<file path="src/rtl/tc08_block_sequencer.sv">
// tc08_block_sequencer: walks the forward DECtape block format from decoded mark-track events,
// opening the data window, counting words and blocks, and flagging sequence, count and timeout errors.
module tc08_block_sequencer #(
    parameter int WORDS   = 129,
    parameter int TIMEOUT = 1023
) (
    input  logic        clk_i,
    input  logic        reset_i,
    input  logic        tape_strobe_i,
    input  logic        mark_valid_i,
    input  logic [2:0]  mark_code_i,
    input  logic        go_i,
    input  logic        stop_i,
    input  logic        cont_i,
    output logic [2:0]  state_o,
    output logic        busy_o,
    output logic        data_window_o,
    output logic [7:0]  word_cnt_o,
    output logic [11:0] blk_cnt_o,
    output logic        zero_w_o,
    output logic        blk_done_o,
    output logic        mark_err_o,
    output logic        timeout_o
);
    typedef enum logic [2:0] {IDLE, ARMED, BLKNUM, REVCK, DATA, FINAL, CK} state_t;
    localparam logic [2:0] M_BLK_END = 3'd1, M_BLK_MK = 3'd3, M_DSYNC = 3'd4, M_DATA = 3'd5, M_END = 3'd6;
    state_t      state_q, state_d;
    logic [7:0]  wcnt_q, wcnt_d;
    logic [11:0] bcnt_q, bcnt_d;
    logic [9:0]  scnt_q, scnt_d;
    logic        err_q, err_d, zw_q, bd_q;
    logic        active, mk, expire, acc, done, bad;
    always_comb begin
        active  = state_q != IDLE;
        mk      = mark_valid_i && mark_code_i != 3'd0;
        expire  = active && tape_strobe_i && !stop_i && scnt_q == 10'(TIMEOUT - 1);
        state_d = state_q;
        wcnt_d  = wcnt_q;
        bcnt_d  = bcnt_q;
        err_d   = err_q;
        scnt_d  = (active && tape_strobe_i) ? scnt_q + 10'd1 : scnt_q;
        acc     = 1'b0;
        done    = 1'b0;
        bad     = 1'b0;
        if (stop_i) begin
            state_d = IDLE;
        end else if (expire) begin
            state_d = IDLE;
            err_d   = 1'b1;
        end else if (mk && active) begin
            case (state_q)
                ARMED: begin
                    acc     = mark_code_i == M_BLK_MK;
                    state_d = acc ? BLKNUM : ARMED;
                end
                BLKNUM: begin
                    acc     = mark_code_i == M_DSYNC;
                    state_d = REVCK;
                end
                REVCK: begin
                    acc     = mark_code_i == M_DATA;
                    state_d = DATA;
                    wcnt_d  = 8'd1;
                end
                DATA: begin
                    // overrun and underrun both fall out as "not the expected mark"
                    if (mark_code_i == M_DATA && wcnt_q < 8'(WORDS)) begin
                        acc    = 1'b1;
                        wcnt_d = wcnt_q + 8'd1;
                    end else begin
                        acc     = mark_code_i == M_END && wcnt_q == 8'(WORDS);
                        state_d = FINAL;
                    end
                end
                FINAL: begin
                    acc     = mark_code_i == M_DSYNC;
                    state_d = CK;
                end
                CK: begin
                    acc     = mark_code_i == M_BLK_END;
                    done    = acc;
                    bcnt_d  = bcnt_q + 12'd1;
                    state_d = cont_i ? ARMED : IDLE;
                    wcnt_d  = cont_i ? 8'd0 : wcnt_q;
                end
                default: ;
            endcase
            bad = !acc && state_q != ARMED;
            if (!acc) begin
                state_d = bad ? IDLE : state_q;
                wcnt_d  = wcnt_q;
                bcnt_d  = bcnt_q;
                err_d   = err_q | bad;
            end
        end else if (go_i && !active) begin
            state_d = ARMED;
            err_d   = 1'b0;
            wcnt_d  = 8'd0;
        end
        if (acc || state_d == IDLE || (go_i && !active)) scnt_d = 10'd0;
    end
    always_ff @(posedge clk_i or posedge reset_i) begin
        if (reset_i) begin
            state_q <= IDLE;
            wcnt_q  <= 8'd0;
            bcnt_q  <= 12'd0;
            scnt_q  <= 10'd0;
            err_q   <= 1'b0;
            zw_q    <= 1'b0;
            bd_q    <= 1'b0;
        end else begin
            state_q <= state_d;
            wcnt_q  <= wcnt_d;
            bcnt_q  <= bcnt_d;
            scnt_q  <= scnt_d;
            err_q   <= err_d;
            zw_q    <= acc;
            bd_q    <= done;
        end
    end
    assign state_o       = state_q;
    assign busy_o        = state_q != IDLE;
    assign data_window_o = state_q == REVCK || state_q == DATA;
    assign word_cnt_o    = wcnt_q;
    assign blk_cnt_o     = bcnt_q;
    assign zero_w_o      = zw_q;
    assign blk_done_o    = bd_q;
    assign mark_err_o    = err_q;
    assign timeout_o     = expire;
endmodule

</file>
<file path="config.mk">
export PLATFORM = sky130hd
export DESIGN_NAME = tc08_block_sequencer
export DESIGN_NICKNAME = d
export VERILOG_FILES = /design/src/rtl/tc08_block_sequencer.sv
export SDC_FILE = /design/constraint.sdc
export NUM_CORES = 1
export LEC_CHECK = 0
export ABC_AREA = 1
export CORE_MARGIN = 5
export CORE_UTILIZATION = 25
export CTS_BUF_LIST = sky130_fd_sc_hd__clkbuf_2
export DETAILED_ROUTE_END_ITERATION = 8
export HOLD_SLACK_MARGIN = 0.1
export PLACE_DENSITY = 0.45
export SLEW_MARGIN = 10
export SYNTH_ARGS = -nofsm -noshare
export SYNTH_HDL_FRONTEND = slang
export SYNTH_SLANG_ARGS = --single-unit
</file>
<file path="constraint.sdc">
create_clock -name clk_i -period 1.8 [get_ports clk_i]
set_input_delay 0.36 -clock clk_i [delete_from_list [all_inputs] [get_ports clk_i]]
set_output_delay 0.36 -clock clk_i [all_outputs]
set_load 0.01 [all_outputs]
</file>
* Yosys cells after proc, flatten, opt, wreduce, memory -nomap -nowiden
Cells that the tools add are included.
** Cells by class
- Add/sub/neg operators :: 3
- Bitwise logic cells :: 3
- Equality and inequality tests :: 19
- Muxes and demuxes :: 34
- $lt $le $gt $ge :: 1
- Reduce and logical (&&, ||, !) cells :: 25
** Operators with widths (number)
- $mux W8 :: 5
- $pmux W8 S3 :: 1
- $mux W3 :: 7
- $mux W10 :: 2
- $eq A3 B3 Y1 const B :: 6
- $pmux W3 S6 :: 1
- $mux W1 :: 16
- $add A12 B1 Y12 const B :: 1
- $add A10 B1 Y10 const B :: 1
- $eq A10 B10 Y1 const B :: 1
- $eq A3 B2 Y1 const B :: 3
- $logic_and A1 B1 Y1 :: 9
- $ne A3 B3 Y1 const B :: 3
- $reduce_bool A3 Y1 :: 3
- $add A8 B1 Y8 const B :: 1
- $eq A8 B8 Y1 const B :: 1
- $lt A8 B8 Y1 const B :: 1
- $reduce_and A7 Y1 :: 1
- $eq A3 B1 Y1 const B :: 2
- $pmux W1 S5 :: 1
- $reduce_and A5 Y1 :: 1
- $ne A4 B1 Y1 const B :: 1
- $reduce_bool A2 Y1 :: 2
- $logic_not A1 Y1 :: 3
- other kinds (9) :: 12
** Storage, ports and cells
- Register bits :: 36
- Output and inout port bits :: 29

* Longest topological paths before layout
Gate-level depths: netlist of run 1.
- Depth after elaboration :: 18
- Gate-level depth with buffers :: 15
- Mapped depth without buffers :: 15

* Least setup slack after synthesis of run 1
Ideal clock, no wire load.
- Path type :: reg2reg
- Start point :: register state_q[2], in the netlist state_o[2]
- End point :: register bcnt_q[5], in the netlist blk_cnt_o[5]
- Path buffers :: 1
- Arrival time :: 1.599 ns
- Setup time :: 0.123 ns
- Data required time :: 1.677 ns
- Cell stages (with the launch flop) :: 11
- Path slack :: 0.078 ns
- Cells stage by stage :: dfrtp_1 -> buf_4 -> inv_2 -> nand2_4 -> nand2_2 -> o21bai_4 -> nor2_4 -> nand3_4 -> nor2_1 -> nand3_1 -> xor2_1
** On the way
- Elaborated cells between the ends (all ways) :: 18
- Those cells by class :: eq/ne (6); mux (4); bitwise (1); reduce/logical (7)
** RTL lines
- start: declaration :: RTL line 27 : state_t state_q, state_d;
- start signal: assignment :: RTL line 112 : state_q <= state_d;
- $reduce_bool A3 Y1 *
- via busy_o :: RTL line 16 : output logic busy_o,
- $logic_and A1 B1 Y1 (3 in series) :: RTL line 36 : expire = active && tape_strobe_i && !stop_i && scnt_q == 10'(TIMEOUT - 1);
- $not A1 Y1 (no line)
- $reduce_and A5 Y1 (no line) *
- end signal: assignment :: RTL line 114 : bcnt_q <= bcnt_d;
- end: declaration :: RTL line 29 : logic [11:0] bcnt_q, bcnt_d;
Mark *: on every way through the listed nets, which the timed path passes. The rest lies on a longest branch. The select of a mux whose other input is x is not followed.
A chain may end at the register's enable or synchronous reset.

* Worst setup path in the final report of run 1
- Start point :: register scnt_q[0]
- End point :: output timeout_o
** On the way
- Cells in the longest elaborated chain, start to end :: 2
** Ends and longest elaborated chain
- start: declaration :: RTL line 30 : logic [9:0] scnt_q, scnt_d;
- start signal: assignment :: RTL line 115 : scnt_q <= scnt_d;
- $eq A10 B10 Y1 :: RTL line 36
- $logic_and A1 B1 Y1 :: RTL line 36
- end: declaration :: RTL line 23 : output logic timeout_o
No other way between the ends.

==> impl_results.md, run 1 <==
* Status: finished with violations
* Failing checks: negative setup slack
* Worst setup path class: flop to primary output
* Final Hold Fails at 0
* Most used cell, CP: inv_2
* Depth of the CTS H-tree at 2
* DIE AREA at 0.0110 mm^2
* Post-place setup slack at -0.456 ns
* Crit path max fanout at 2
* CTS root buf: clkbuf_2
* Critical R2R Capture: blk_cnt_o[11]
* Fin Hold WS at 0.287 ns
* Die W at 105 um
* Final nets at 426
* Yosys top cell area share at 0.402
* Layout area overhead at 71.1%
* # IOs at 39
* Post-synth top flop: dfrtp_1
* IO buf count at 38
* Core ar. at 0.00872 mm^2
* Hold WC Path Type: input pin to asynchronous set/reset pin
* Post-Synthesis Mean Instance Area at 7.86 um^2
* DR WL/cell at 12.0 um
* Crit start category: flop
* Vias in the first global route at 2222
* Die H at 105 um
* Row Count at 34
* Worst Slack Setup Final at -0.0720 ns
* Post-route DRC at 0
* GPL Wtd Cong at 0.766
* GR Util All Layers at 0.112
* Post-synth cell types at 29
* Peak supply drop at 0.000312 V
* Initial antenna violation count at 0
* Latest clock arrival within the worst-skew pair at 0.40 ns
* Via Count at 2268
* Placed insts at 479
* CP endpoint kind: primary output
* Fin cells at 519
* Post-synth ARST share at 1.00
* Cell Area, Synth at 0.00224 mm^2
* Worst path max stage delay at 0.44 ns
* Routed Antenna Nets at 0
* Area contributors post-synth: dfrtp_1 40%, nand2_1 8.9%, xor2_1 6.6%
* Relative slew slack at 0.825
* Layout Skew at 0.0177 ns
* WP data arrival at 1.51 ns
* Top post-synthesis cells by count: 53 x nand2_1, 36 x dfrtp_1, 34 x inv_1
* Total overflow reported by the global router at 0
* Highest clock rate at 0.534 GHz
* Synth Warn # at 0
* Vias/cell at 4.37
* R2R Setup Slk at -0.04 ns
* Reg-to-reg startpoint: state_o[1]
* CTS tree: yes
* CP max-delay cell: dfrtp_1
* Initial Util at 0.257
* Post-route minimum period at 1.87 ns
* WP data required at 1.44 ns
* Final slew viol count at 0
* DP HPWL at 4.28 mm
* First DRT Iteration DRCs at 34
* CTS sink count at 36
* DR pass1 iterations at 4
* Routed WL at 6.23 mm
* N_diodes at 0
* Pwr dens at 484 mW/mm^2
* Register bit total from synthesis at 36
* Yosys top cell by area: dfrtp_1
* FF-to-FF path depth at 11
* Setup-failing EPs final at 19
* Syn Inst Count at 285
* Reg clk slew, reported paths at 0.22 ns
* Critical-path cell list: inv_2 > ha_4 > inv_2 > nor3_2 > nand3_1 > nor2_2 > buf_2
* Post-synth EDFFs at 0
* Least-Margin Pin Slew at 0.261 ns
* RSZ-0062 raised after global routing: true
* Sequential fraction of the synthesis area at 0.402
* Syn_nets at 301
* Clock tree buffer depth at 2
* Most common cell in the netlist: nand2_1
* First-pass GRT wire length at 10.3 mm
* Period utilisation layout at 1.04
* Cts bufs inserted at 5
* Hold buffers post-CTS at 0
* Static Leakage at 1.90 nW
* Layout cells sized above 1 at 0.484
* Largest net degree at the start of global routing at 37
* Max-cap violations at 0
-- metrics by stage --
stage               power, W  TNS (ns)  cell area [um^2]   util
finish               0.00185    -0.486              3830  0.440
global route         0.00196     -3.44              3830  0.440
CTS                  0.00181    -0.239              3480  0.399
detailed placement   0.00119    -12.50              3140  0.360
global placement     0.00119    -12.05              3140  0.360
floorplan            0.00100         0              2240      -
-- area by class of cell --
type                       instances  area [um^2]
sequential                        36          905
timing repair buffer             121         1060
clock inverter                     3         42.5
fill                             883         4890
tap                              108          135
clock buffer                       5         25.0
inverter                          43          164
multi-input combinational        203         1500
-- logic make-up (layout without fill, tap and decap cells) --
kind of cell / Yosys count / after routing / share of synthesized area
AO/OA/AOI/OAI: 29 / 29 / 0.0748
AND/OR/NAND/NOR: 146 / 147 / 0.323
buffers and inverters: 47 / 172 / 0.0849
adder cells (fa/ha/maj): 6 / 6 / 0.0335
XOR/XNOR: 21 / 21 / 0.0821
flip-flops: 36 / 36 / 0.402
-- what timing repair did --
action	CTS	global route
pin swaps	17	23
gates resized for setup	58	79
cloned	1	1
setup buffers	21	9
setup endpoints to repair	31	46
-- routing by layer --
metal,wire length (um),global-route usage,up-vias
met2,3030,0.184,33
met3,249,0.0302,7
li1,-,-,1157
met4,97,0.0356,0
met1,2850,0.145,1071
met5,0,0,-
-- registers in the layout, summed over array words and instances (netlist names) --
signal      flops
state_o         3
blk_done_o      1
zero_w_o        1
mark_err_o      1
word_cnt_o      8
blk_cnt_o      12
scnt_q         10
-- worst max-delay path by stage --
| stage | start | endpoint |
|---|---|---|
| finish | scnt_q[0] | timeout_o |
| floorplan | state_o[2] | blk_cnt_o[5] |
| global placement | mark_code_i[2] | scnt_q[6] |
| global route | scnt_q[0] | timeout_o |
| detailed placement | mark_code_i[2] | scnt_q[5] |
| CTS | scnt_q[0] | timeout_o |
-- where the power goes --
group / internal [W] / switching [W]
combinational: 0.000234 / 0.000237
sequential: 0.000824 / 0.0000159
clock: 0.000232 / 0.000312
total: 0.00129 / 0.000565
-- layout by cell type, fill, tap and decap left out, types with 2 or more instances in the layout --
cell type / n
nor3_1: 5
xnor2_1: 4
o21ai_1: 7
nand2_2: 19
a21oi_1: 4
buf_12: 2
ha_4: 3
ha_1: 3
nor2_4: 12
nand3_4: 4
dfrtp_1: 33
inv_2: 14
nor3_2: 4
or2_2: 2
nand3_2: 6
nor2_2: 10
nand2_1: 32
nor2_1: 18
clkdlybuf4s50_1: 19
buf_6: 8
xor2_1: 16
buf_2: 2
o21ai_2: 7
nand3_1: 15
clkbuf_2: 7
inv_1: 28
nand2_4: 11
buf_4: 72
dfrtp_2: 3
dlymetal6s2s_1: 7
nand4_1: 8
dlygate4sd2_1: 7
o21ai_0: 4
a21oi_2: 4
-- critical path, delay by kind of cell, from the launching register on --
kind / cells / cell delay (ns)
flops: 1 / 0.44
simple gates: 3 / 0.30
buf+inv: 3 / 0.25
fa+ha+maj: 1 / 0.14
Power figures use the tool's default switching activity.
==> run 2, diff against run 1 <==
Settings changed: ABC_AREA 1 to 0.
Clock period 1.8 ns to 2.1 ns, I/O delays scaled along.
==> impl_results.md, run 2 <==
* First-pass GRT wire length at 10.6 mm (was 10.3 mm)
* Final slew viol count at 0 (unchanged)
* Syn Inst Count at 230 (was 285)
* Routed Antenna Nets at 0 (unchanged)
* Placed insts at 425 (was 479)
* Critical-path cell list: inv_2 > ha_4 > nand3b_1 > a2111oi_4 > or3_4 > or2_4 > buf_6 > and3_4 > a21o_4 > buf_12 > nor4b_4 (was inv_2 > ha_4 > inv_2 > nor3_2 > nand3_1 > nor2_2 > buf_2)
* Critical R2R Capture: scnt_q[3] (was blk_cnt_o[11])
* Pwr dens at 392 mW/mm^2 (was 484 mW/mm^2)
* DP HPWL at 4.46 mm (was 4.28 mm)
* Die W at 103 um (was 105 um)
* Layout Skew at 0.0149 ns (was 0.0177 ns)
* # IOs at 39 (unchanged)
* Latest clock arrival within the worst-skew pair at 0.39 ns (was 0.40 ns)
* Fin cells at 453 (was 519)
* Post-synth cell types at 54 (was 29)
* Initial Util at 0.259 (was 0.257)
* Highest clock rate at 0.397 GHz
* Cell Area, Synth at 0.00215 mm^2 (was 0.00224 mm^2)
* Max reg flops at 12 (unchanged)
* Post-synth ARST share at 1.00 (unchanged)
* Post-synth top flop: dfrtp_1 (unchanged)
* Int Pwr at 0.00105 W (was 0.00129 W)
* Failing checks: negative setup slack (unchanged)
* Switching power at 0.000413 W (was 0.000565 W)
* Top post-synthesis cells by count: 36 x dfrtp_1, 22 x nor2_1, 19 x nand2_1 (was 53 x nand2_1, 36 x dfrtp_1, 34 x inv_1)
* Row Count at 33 (was 34)
* Vias/cell at 4.72 (was 4.37)
* DR pass1 iterations at 4 (unchanged)
* FF-to-FF path depth at 11 (unchanged)
* Worst setup path class: flop to flop (was flop to primary output)
* Worst Slack Setup Final at -0.420 ns (was -0.0720 ns)
* Post-route minimum period at 2.52 ns
* Layout area overhead at 74.0% (was 71.1%)
* Commonest cells after routing, fill and taps aside: 63 x buf_4, 35 x dfrtp_1, 33 x clkdlybuf4s50_1 (was 72 x buf_4, 33 x dfrtp_1, 32 x nand2_1)
* Post-Synthesis Mean Instance Area at 9.33 um^2 (was 7.86 um^2)
* CP bufs+invs at 3 (unchanged)
* Setup-failing EPs final at 29 (was 19)
* Combinational power share at 0.201 (was 0.254)
* Yosys top cell area share at 0.420 (was 0.402)
* Least-Margin Pin Slew at 0.489 ns (was 0.261 ns)
* IO buf count at 38 (unchanged)
* Clock tree buffer depth at 2 (unchanged)
* Register bit total from synthesis at 36 (unchanged)
* Layout cells sized above 1 at 0.440 (was 0.484)
* Core ar. at 0.00830 mm^2 (was 0.00872 mm^2)
* Synth Warn # at 0 (unchanged)
* CP max-delay cell: dfrtp_2 (was dfrtp_1)
* Max-cap violations at 0 (unchanged)
* Depth of the CTS H-tree at 2 (unchanged)
* CTS sink count at 36 (unchanged)
* Post-synth EDFFs at 0 (unchanged)
* Static Leakage at 1.65 nW (was 1.90 nW)
* Clock power frac at 0.317 (was 0.293)
* WP data arrival at 2.83 ns (was 1.51 ns)
* DR WL/cell at 14.6 um (was 12.0 um)
* Final Hold Fails at 0 (unchanged)
* GR Util All Layers at 0.127 (was 0.112)
* WP data required at 2.41 ns (was 1.44 ns)
* Final nets at 363 (was 426)
* Design Area, Final at 0.00373 mm^2 (was 0.00383 mm^2)
* Switching Share at 0.282 (was 0.305)
* Seq pwr share at 0.483 (was 0.453)
* Crit-path leading delay family: simple AND/OR/NAND/NOR gates (was flip-flops)
* Total overflow reported by the global router at 0 (unchanged)
* GPL Wtd Cong at 0.844 (was 0.766)
* Largest net degree at the start of global routing at 37 (unchanged)
* Vias in the first global route at 2244 (was 2222)
* Reg-to-reg startpoint: word_cnt_o[0] (was state_o[1])
* DIE AREA at 0.0105 mm^2 (was 0.0110 mm^2)
* Crit start category: flop (unchanged)
* Status: finished with violations (unchanged)
* Setup TNS after final layout at -6.88 ns (was -0.486 ns)
* CP endpoint kind: flop (was primary output)
* Hold WC Path Type: input pin to asynchronous set/reset pin (unchanged)
* DP Area at 0.00313 mm^2 (was 0.00314 mm^2)
* Syn_nets at 246 (was 301)
* Commonest non-fill, non-tap cell in the layout: buf_4 (unchanged)
* N_diodes at 0 (unchanged)
* Sequential fraction of the synthesis area at 0.420 (was 0.402)
* Crit path max fanout at 5 (was 2)
* Reg clk slew, reported paths at 0.22 ns (about the same)
* Peak supply drop at 0.000278 V (was 0.000312 V)
* Period utilisation layout at 1.20
* Cts bufs inserted at 5 (unchanged)
* Yosys top cell by area: dfrtp_1 (unchanged)
* Worst path max stage delay at 0.46 ns (was 0.44 ns)
* Most common cell in the netlist: dfrtp_1 (was nand2_1)
* Routed WL at 6.61 mm (was 6.23 mm)
* Post-route DRC at 0 (unchanged)
* RSZ-0062 raised after global routing: true (unchanged)
* Fin Hold WS at 0.412 ns (was 0.287 ns)
* Via Count at 2140 (was 2268)
* Levels on crit path at 11 (was 7)
* First DRT Iteration DRCs at 86 (was 34)
* Die H at 103 um (was 105 um)
* CTS root buf: clkbuf_2 (unchanged)
* CTS tree: yes (unchanged)
* Initial antenna violation count at 0 (unchanged)
* R2R Setup Slk at -0.42 ns (was -0.04 ns)
* Relative slew slack at 0.674 (was 0.825)
* Design Power at 0.00146 W (was 0.00185 W)
* Area contributors post-synth: dfrtp_1 42%, xnor2_1 4.9%, nor2_1 3.8% (was dfrtp_1 40%, nand2_1 8.9%, xor2_1 6.6%)
## run 2: cell types whose count changed after synthesis, sizes merged, moves of 5 or more
cell    before  now
nor2        40   22
xor2        17    7
clkbuf       0    5
inv         43   11
o21ai       18   11
xnor2        4   12
nand3       25   16
and3         0    5
nand4        8    3
nand2       62   19
## run 2: final cells by class
type | instances | area [um^2]
repair buffers | 121 | 1120
fillers | 807 | 4570
inverters | 11 | 43.8
clock buffers | 5 | 25.0
flip-flops and latches | 36 | 902
clock inverters | 3 | 42.5
multi-input cells | 172 | 1470
well taps | 105 | 131
## run 2: through the flow
step,util,setup slack (ns)
after CTS,0.422,-0.337
after global placement,0.377,-0.820
after detailed placement,0.377,-0.871
after floorplan,-,-0.222
final,0.450,-0.420
after global routing,0.450,-0.511
## run 2: worst max-delay path by stage
stage / startpoint / end / slack, ns
3_3_place_gp: mark_code_i[0] / scnt_q[3] / -0.82
4_1_cts: state_o[2] / scnt_q[3] / -0.34
2_1_floorplan: word_cnt_o[5] / scnt_q[3] / -0.22
5_1_grt: state_o[2] / scnt_q[3] / -0.51
6_report: word_cnt_o[0] / scnt_q[3] / -0.42
3_5_place_dp: mark_code_i[0] / scnt_q[8] / -0.87
## run 2: per-layer routing
layer  up-vias  track usage  routed length, um
li1       1058            -                  -
met4         0       0.0343                 73
met5         -            0                  0
met2        49        0.218               3250
met3        12       0.0250                296
met1      1021        0.161               2990
## run 2: power groups by stage
| stage | Clock [W] | Combinational [W] | Sequential, W |
|---|---|---|---|
| 2_1_floorplan | 0 | 0.0000963 | 0.000719 |
| 3_3_place_gp | 0 | 0.000211 | 0.000716 |
| 3_5_place_dp | 0 | 0.000211 | 0.000717 |
| 4_1_cts | 0.000489 | 0.000267 | 0.000704 |
| 5_1_grt | 0.000508 | 0.000318 | 0.000707 |
| 6_report | 0.000463 | 0.000293 | 0.000705 |
## run 2: repair_timing
action                                  in CTS  in global routing
hold buffers                                 0                  0
gates cloned                                 1                  1
buffers inserted                            15                  8
pin swaps                                   20                 14
endpoints found under the setup margin      33                 33
resized for setup                           60                 37
## run 2: kinds of logic (layout without fill, tap and decap cells)
family                     Yosys count  count (layout)  share of synthesized area
buffers and inverters               22             140                     0.0461
xor gates and xnor gates            19              19                     0.0776
DFF                                 36              36                      0.420
AOI/OAI and AO/OA                   35              35                      0.119
muxes                                1               1                    0.00525
and+or+nand+nor                    111             111                      0.297
adders and majority gates            6               6                     0.0350
## run 2: worst register-to-register path, cell delays in order (launching register included)
cell,delay (ns)
dfrtp_2,0.46
inv_2,0.06
ha_4,0.15
nand3b_1,0.12
a2111oi_4,0.09
or3_4,0.40
or2_4,0.27
buf_6,0.12
and3_4,0.16
a21o_4,0.21
buf_12,0.14
nor4b_4,0.25
